## config.mk

```make
export PLATFORM = sky130hd
export DESIGN_NAME = zood_game_sequencer
export DESIGN_NICKNAME = d
export VERILOG_FILES = /design/src/rtl/zood_pkg.sv /design/src/rtl/zood_timeout_ctr.sv /design/src/rtl/zood_game_sequencer.sv
export SDC_FILE = /design/constraint.sdc
export NUM_CORES = 1
export LEC_CHECK = 0
export ABC_AREA = 0
export ABC_CLOCK_PERIOD_IN_PS = 2500
export BUFFER_PORTS_ARGS = -buffer_cell sky130_fd_sc_hd__buf_2
export CAP_MARGIN = 20
export CORE_MARGIN = 3
export CORE_UTILIZATION = 51
export CTS_CLUSTER_SIZE = 28
export DETAILED_ROUTE_END_ITERATION = 8
export PLACE_DENSITY = 0.79
export SLEW_MARGIN = 20
export SYNTH_ARGS = -nofsm -noshare
export SYNTH_HDL_FRONTEND = slang
export SYNTH_SLANG_ARGS = --single-unit
export TNS_END_PERCENT = 50
```

## constraint.sdc

```tcl
create_clock -name CLOCK_50 -period 2.5 [get_ports CLOCK_50]
set_input_delay 0.25 -clock CLOCK_50 [delete_from_list [all_inputs] [get_ports CLOCK_50]]
set_output_delay 0.25 -clock CLOCK_50 [all_outputs]
set_load 0.01 [all_outputs]
```

## src/rtl/zood_pkg.sv

```systemverilog
// Shared types and constants for the Zood code-breaking game sequencer.
package zood_pkg;

    localparam int PEG_W      = 3;
    localparam int NUM_PEGS   = 4;
    localparam int CODE_W     = 12;
    localparam int WIN_ZNARLY = 4;

    typedef enum logic [2:0] {
        ST_IDLE  = 3'd0,
        ST_PLAY  = 3'd1,
        ST_GRADE = 3'd2,
        ST_WAIT  = 3'd3,
        ST_OVER  = 3'd4
    } state_t;

endpackage

```

## src/rtl/zood_timeout_ctr.sv

```systemverilog
// Loadable, saturating down-counter; expire is high while the count sits at zero.
module zood_timeout_ctr
    import zood_pkg::*;
#(
    parameter int W = 5
) (
    input  logic         clk,
    input  logic         rst,
    input  logic         load,
    input  logic         enable,
    input  logic [W-1:0] load_value,
    output logic         expire
);

    logic [W-1:0] count;

    always_ff @(posedge clk or posedge rst) begin
        if (rst) begin
            count <= '0;
        end else if (load) begin
            count <= load_value;
        end else if (enable && count != '0) begin
            count <= count - 1'b1;
        end
    end

    assign expire = (count == '0);

endmodule

```

## src/rtl/zood_game_sequencer.sv

```systemverilog
// Game sequencer: accepts guesses, hands them to an external grader, tracks rounds and end-of-game status.
module zood_game_sequencer
    import zood_pkg::*;
#(
    parameter int MAX_ROUNDS    = 8,
    parameter int GRADE_TIMEOUT = 16
) (
    input  logic              CLOCK_50,
    input  logic              reset,
    input  logic              loadMaster,
    input  logic [CODE_W-1:0] masterIn,
    input  logic              startGame,
    input  logic              abortGame,
    input  logic              guessValid,
    output logic              guessReady,
    input  logic [CODE_W-1:0] Guess,
    output logic              gradeStart,
    output logic [CODE_W-1:0] gradeGuess,
    output logic [CODE_W-1:0] gradeMaster,
    input  logic              gradeDone,
    input  logic [3:0]        gradeZnarly,
    input  logic [3:0]        gradeZood,
    output logic [3:0]        Znarly,
    output logic [3:0]        Zood,
    output logic [3:0]        RoundNumber,
    output logic              resultValid,
    output logic              gamePlaying,
    output logic              GameWon,
    output logic              GameOver,
    output logic              gradeError,
    output logic [2:0]        fsm_state
);

    localparam int         TW    = $clog2(GRADE_TIMEOUT + 1);
    localparam logic [3:0] MAX_R = 4'(MAX_ROUNDS);

    state_t              state, state_n;
    logic [CODE_W-1:0]   master_q, master_n;
    logic                loaded, loaded_n;
    logic [CODE_W-1:0]   guess_n, gmaster_n;
    logic [3:0]          znarly_n, zood_n, round_n, round_inc;
    logic                won_n, err_n, valid_n;
    logic                expire;

    // Window opens in GRADE and counts the WAIT cycles; expire marks the last allowed cycle.
    zood_timeout_ctr #(.W(TW)) u_timeout (
        .clk       (CLOCK_50),
        .rst       (reset),
        .load      (state == ST_GRADE),
        .enable    (state == ST_WAIT),
        .load_value(TW'(GRADE_TIMEOUT - 1)),
        .expire    (expire)
    );

    assign round_inc = (RoundNumber >= MAX_R) ? MAX_R : RoundNumber + 4'd1;
    assign fsm_state = state;

    always_comb begin
        state_n   = state;
        master_n  = master_q;
        loaded_n  = loaded;
        guess_n   = gradeGuess;
        gmaster_n = gradeMaster;
        znarly_n  = Znarly;
        zood_n    = Zood;
        round_n   = RoundNumber;
        won_n     = GameWon;
        err_n     = gradeError;
        valid_n   = 1'b0;
        // Abort outranks every other request, including a same-cycle grade result.
        if (abortGame) begin
            state_n = ST_IDLE;
        end else begin
            case (state)
                ST_IDLE, ST_OVER: begin
                    if (loadMaster) begin
                        master_n = masterIn;
                        loaded_n = 1'b1;
                    end
                    if (startGame && loaded) begin
                        znarly_n = '0;
                        zood_n   = '0;
                        round_n  = '0;
                        won_n    = 1'b0;
                        err_n    = 1'b0;
                        state_n  = ST_PLAY;
                    end
                end
                ST_PLAY: begin
                    if (guessValid && guessReady) begin
                        guess_n   = Guess;
                        gmaster_n = master_q;
                        state_n   = ST_GRADE;
                    end
                end
                ST_GRADE: state_n = ST_WAIT;
                ST_WAIT: begin
                    // A result arriving on the expiry cycle still counts.
                    if (gradeDone) begin
                        znarly_n = gradeZnarly;
                        zood_n   = gradeZood;
                        round_n  = round_inc;
                        valid_n  = 1'b1;
                        if (gradeZnarly == 4'(WIN_ZNARLY)) begin
                            won_n   = 1'b1;
                            state_n = ST_OVER;
                        end else if (round_inc == MAX_R) begin
                            state_n = ST_OVER;
                        end else begin
                            state_n = ST_PLAY;
                        end
                    end else if (expire) begin
                        err_n   = 1'b1;
                        state_n = ST_OVER;
                    end
                end
                default: state_n = ST_IDLE;
            endcase
        end
    end

    always_ff @(posedge CLOCK_50 or posedge reset) begin
        if (reset) begin
            state       <= ST_IDLE;
            master_q    <= '0;
            loaded      <= 1'b0;
            gradeGuess  <= '0;
            gradeMaster <= '0;
            Znarly      <= '0;
            Zood        <= '0;
            RoundNumber <= '0;
            GameWon     <= 1'b0;
            gradeError  <= 1'b0;
            resultValid <= 1'b0;
            gradeStart  <= 1'b0;
            guessReady  <= 1'b0;
            gamePlaying <= 1'b0;
            GameOver    <= 1'b0;
        end else begin
            state       <= state_n;
            master_q    <= master_n;
            loaded      <= loaded_n;
            gradeGuess  <= guess_n;
            gradeMaster <= gmaster_n;
            Znarly      <= znarly_n;
            Zood        <= zood_n;
            RoundNumber <= round_n;
            GameWon     <= won_n;
            gradeError  <= err_n;
            resultValid <= valid_n;
            gradeStart  <= (state_n == ST_GRADE);
            guessReady  <= (state_n == ST_PLAY);
            gamePlaying <= (state_n == ST_PLAY) || (state_n == ST_GRADE) || (state_n == ST_WAIT);
            GameOver    <= (state_n == ST_OVER);
        end
    end

endmodule

```

==> results of run 1 <==
-- synthesized netlist by cell type, drive strengths merged, types with 2 or more instances --
master    n  area [sq um]
dfrtp    64          1602
mux2     36         476.7
nand2    27         101.4
o21ai    12         60.06
clkbuf    7         26.28
inv       7         26.28
nor2      7         26.28
buf       6         45.04
nand3     6         30.03
a21oi     5         25.02
a31oi     4         25.02
ha        4         50.05
o211ai    4         30.03
and3      3         18.77
nand2b    3         18.77
nor3      3         15.01
nor3b     3         33.78
xor2      3         26.28
nand4     2         27.53
nand4bb   2         22.52
or2       2         12.51
or4b      2         20.02
-- critical path: stages (launching register included) --
cell	delay, ns
dfrtp_1	0.56
nor3b_4	0.32
nand4_4	0.51
mux2_4	0.49
-- cells by family (layout without fill, tap and decap cells) --
| kind of cell | Yosys count | in the layout | synth area share (%) |
|---|---|---|---|
| DFF | 64 | 64 | 56.46 |
| and+or+nand+nor | 68 | 68 | 13.94 |
| xor gates and xnor gates | 4 | 4 | 1.235 |
| AOI/OAI and AO/OA | 30 | 30 | 6.352 |
| buffers and inverters | 20 | 109 | 3.441 |
| adders and majority gates | 4 | 4 | 1.765 |
| muxes | 36 | 36 | 16.81 |
-- state kept, by name, summed over array words and instances, names as in the netlist --
name,count
Zood,4
fsm_state,3
guessReady,1
GameOver,1
gradeMaster,12
gradeError,1
Znarly,4
gradeStart,1
gamePlaying,1
RoundNumber,4
resultValid,1
GameWon,1
gradeGuess,12
loaded,1
u_timeout.count,5
master_q,12
-- where the power goes --
| part | switching [uW] | internal (uW) |
|---|---|---|
| combinational | 315 | 407 |
| sequential | 153 | 1280 |
| clock | 353 | 589 |
-- metal layers --
metal  part of all wire [%]  GRT usage (%)
met5                      0              0
met4                    1.6          8.953
met3                    6.5          4.821
met2                     47          27.57
met1                     45          24.78
-- worst max-delay path by stage --
stage / from / end / slack, ns
after floorplan: reset / GameOver / 0.65
after global placement: fsm_state[0] / gradeGuess[1] / 0.57
after detailed placement: fsm_state[0] / gradeGuess[11] / 0.50
after CTS: fsm_state[0] / gradeGuess[0] / 0.49
after global routing: fsm_state[0] / gradeGuess[9] / 0.35
final: fsm_state[0] / gradeGuess[11] / 0.50
-- cell type report --
class                           count  area share, %
Timing Repair Buffer               86          12.74
Tap cell                           70          2.492
Clock inverter                      3          1.851
Clock buffer                       13          4.236
Multi-Input combinational cell    142          32.36
Inverter                            7         0.7476
Sequential cell                    64          45.57
-- through the flow --
stage,power (uW),hold WS (ns),area [sq um],util [%]
after floorplan,1891,0.3860,2836,-
after global placement,2137,0.3623,3301,63.02
after detailed placement,2178,0.3718,3301,63.02
after CTS,3140,0.02062,3515,67.10
after global routing,3272,0.05776,3515,67.10
final,3095,0.01064,3515,67.10
-- layout by cell type (no fill, tap or decap), types with 2 or more instances in the layout --
master	synthesis	layout
clkbuf_1	7	3
inv_1	7	6
nand3_1	6	6
nand2b_1	3	3
nor3_1	3	3
buf_2	3	84
a31oi_1	4	4
xor2_1	3	3
mux2_2	17	17
nor2_1	7	7
nand2_1	27	27
mux2_4	19	19
dfrtp_1	64	64
a21oi_1	5	5
clkbuf_8	0	10
o21ai_0	12	12
or2_2	2	2
or4b_1	2	2
ha_1	4	4
and3_1	3	3
bufinv_16	0	2
nand4bb_1	2	2
nor3b_1	2	2
o211ai_1	4	4
==> results.cfg, run 1 <==
[run_status]
status = finished clean

[routing]
ant_nets = 0
drc = 0
via_count = 1970
dr.pass1.iters = 4
avgRoutedWirePerCell_um = 14.52
drtIter0Drc = 61
vias_per_cell = 5.117
wirelength_um = 5591

[final_layout]
drive_gt1_share_pct = 45.08
fillers = 409
multi_input_area_sq_um = 1137
seqCellArea_sq_um = 1602
areaGrowthSynthToFinish_pct = 23.91
n_antenna_cell = 0
nNetsFinal = 353
stdcell_count = 385

[sta]
rsz0062_at_grt = false
max-slew-margin-rel_pct = 57.15
setup_viol = 0
worst_slack_ns = 0.4968
finalSetupTns_ns = 0
finClkSkew_ns = 0.006195
min_period_ns = 2.003
slew_viol_final = 0
hold_viol_final = 0
worst_pin_slew_ns = 0.6419
fin_crit_sh_pct = 80.13
max_clock_freq_mhz = 499.2

[clocking]
clockBufferDepth = 2
cts_root_buffer = clkbuf_8
cts_tree = done
htree_levels = 3
cts_setup_buffers = 0
numCtsBuffers = 9
hold_buffers = 0
cts.sinks = 64
insertion_delay_ns = 0.32
clk_pin_slew_ns = 0.07
cts_resized = 0

[die]
die_h_um = 80.58
ios = 85
die_x_um = 80.58
core_sq_um = 5238
fp-row-count = 26
dieArea_sq_um = 6492
start_util_pct = 54.16

[synth]
synth_edf_count = 0
postSynthAreaPerCell_sq_um = 12.55
ys_seq_area_share_pct = 56.46
syn_area_sq_um = 2836
ys_warn_count = 0
async_flop_share_pct = 100.0
synth_cell_type_count = 41
synthesis.nets = 269
ys.flop_type = dfrtp_1
ys_ff_latch = 64
synthCells = 226

[setup_path]
cp-start-kind = flip-flop
cp.required_ns = 2.71
ff2ff_setup_slack_ns = 0.50
cp_max_fo = 25
arrival_ns = 2.21
worstRegToRegCells = 3
critPathCaptureType = flip-flop
r2r-end = gradeGuess[11]
reg2reg_from = fsm_state[0]
crit_type = reg -> reg

[place]
gp_congestion = 0.8689
placed_cells = 369
dp_worst_setup_slack_ns = 0.4985
dp_hpwl_um = 4024
port_buffers = 84

[global_routing]
grt_max_degree = 36
grt_first_pass_wirelength_um = 8983
grt_usage_pct = 18.42
grt_pass1_vias = 1889
grt.overflow.total = 0
antenna_found_initial = 0

[power]
powerDensity_nw_per_um2 = 880.6
p_leak_uw = 0.001835
ir_worst_vdd_v = 0.0005206

[worst_hold_path]
hold_class = in -> async

[job]
drv_cap = 0
Power figures use the tool's default switching activity.
==> run 2: changes to the inputs <==
Settings changed: ABC_CLOCK_PERIOD_IN_PS 2500 to 1800, CORE_UTILIZATION 51 to 46, PLACE_DENSITY 0.79 to 0.75.
Clock period 2.5 ns to 1.8 ns, I/O delays scaled along.
==> run 2 against run 1 <==
Against the previous run:
- critical path depth increased by 3
- maximum frequency grew 17%
- via count up 2.2%
- design area is 2.8% higher
- sequential share of layout area down 1.3 points
- critical endpoint is now gamePlaying
- highest routed layer unchanged
==> results.cfg, run 2 (synthesis gave the netlist of run 1 again) <==
[die]
die_x_um = 84.53
core_sq_um = 5743
die_h_um = 84.53
dieArea_sq_um = 7144
fp-row-count = 27
ios = 85
start_util_pct = 49.39

[sta]
finClkSkew_ns = 0.006133
worst_pin_slew_ns = 0.4253
slew_viol_final = 0
setup_viol = 0
min_period_ns = 1.705
finalSetupTns_ns = 0
fin_crit_sh_pct = 94.74
max_clock_freq_mhz = 586.4
max-slew-margin-rel_pct = 71.25
worst_slack_ns = 0.09468
rsz0062_at_grt = true
hold_viol_final = 0

[power]
switchingPower_uw = 1178
p_comb_share_pct = 24.7
powerDensity_nw_per_um2 = 1181
clkPwrFrac_pct = 28.9
p_leak_uw = 0.001894
p_int_uw = 3090
ir_worst_vdd_v = 0.0006855
swShare_pct = 27.60
p_seq_share_pct = 46.4

[routing]
via_count = 2014
drc = 0
avgRoutedWirePerCell_um = 14.91
vias_per_cell = 5.086
drtIter0Drc = 142
dr.pass1.iters = 5
wirelength_um = 5904
ant_nets = 0

[clocking]
insertion_delay_ns = 0.33
clockBufferDepth = 2
cts_setup_buffers = 0
cts_tree = done
cts_root_buffer = clkbuf_8
cts.sinks = 64
htree_levels = 3
numCtsBuffers = 9
clk_pin_slew_ns = 0.07

[final_layout]
stdcell_count = 396
final_area_sq_um = 3615
areaGrowthSynthToFinish_pct = 27.44
multi_input_area_sq_um = 1159
final_util_pct = 62.94
drive_gt1_share_pct = 48.15
final_common_cell = buf_2
fillers = 472
top_regs = gradeGuess (12), gradeMaster (12), master_q (12)
n_antenna_cell = 0
layout_common_cells = 84 x buf_2, 64 x dfrtp_1, 27 x nand2_1
nNetsFinal = 362
seqCellArea_sq_um = 1602

[place]
placed_area_sq_um = 3376
gp_congestion = 0.8526
placed_cells = 379
dp_worst_setup_slack_ns = -0.01509
dp_hpwl_um = 4274
port_buffers = 84

[setup_path]
crit_type = reg -> reg
critPathCaptureType = flip-flop
cp.required_ns = 2.01
cp_max_fo = 7
cp-start-kind = flip-flop
arrival_ns = 1.92

[run_status]
status = finished clean

[worst_hold_path]
hold_class = in -> reg

[global_routing]
grt_max_degree = 65
grt_first_pass_wirelength_um = 9929
grt.overflow.total = 0
grt_usage_pct = 17.56
grt_pass1_vias = 2047
antenna_found_initial = 0

[job]
drv_cap = 0
[run 2: worst max-delay path: stages, from the launching register on]
cell      delay (ns)
dfrtp_1         0.40
inv_1           0.08
ha_1            0.14
or4b_4          0.52
nand2b_4        0.11
a311oi_2        0.12
o21a_1          0.21
[run 2: per-stage QoR]
stage / total power (uW) / hold WS, ns
floorplan: 2626 / 0.3160
global placement: 3002 / 0.2702
detailed placement: 3059 / 0.2799
CTS: 4324 / 0.06511
global route: 4544 / 0.05853
finish: 4269 / 0.08158
[run 2: repair_timing]
item / CTS / global route
endpoints found under the hold margin: 64 / 0
setup endpoints to repair: 1 / 4
gates resized for setup: 1 / 3
hold buffers: 1 / 0
pin swaps: 0 / 1
gates cloned: 0 / 0
[run 2: power by group through the flow]
| stage | sequential [uW] | clock [uW] | combinational (uW) |
|---|---|---|---|
| 3_5_place_dp | 2010 | 0 | 1050 |
| 3_3_place_gp | 1980 | 0 | 1020 |
| 5_1_grt | 2030 | 1360 | 1150 |
| 6_report | 1980 | 1230 | 1050 |
| 2_1_floorplan | 2070 | 0 | 554 |
| 4_1_cts | 1990 | 1270 | 1060 |
[run 2: path summary, 6_finish.rpt]
| check | startpoint | to | slack, ns | depth (start not counted) |
|---|---|---|---|---|
| max in group asynchronous | reset | RoundNumber[2] | 1.06 | 4 |
| worst max register to register | u_timeout.count[1] | gamePlaying | 0.09 | 6 |
| worst min register to register | Znarly[0] | Znarly[0] | 0.48 | 2 |
| min in group asynchronous | reset | resultValid | 0.45 | 4 |
| worst min-delay path | masterIn[7] | master_q[7] | 0.08 | 2 |
| worst max-delay path | u_timeout.count[1] | gamePlaying | 0.09 | 6 |
[run 2: layout make-up]
class | instances | area share (%)
clock buffer | 12 | 4.292
multi-input combinational | 142 | 32.05
sequential | 64 | 44.31
clock inverter | 4 | 1.454
timing repair buffer | 95 | 14.68
inverter | 7 | 0.7269
tap | 72 | 2.492
[run 2: routing by layer]
layer	share of wire (%)	GRT usage [%]
met3	6.1	5.201
met4	0.93	5.612
met1	46	24.39
met2	47	26.62
met5	0	0
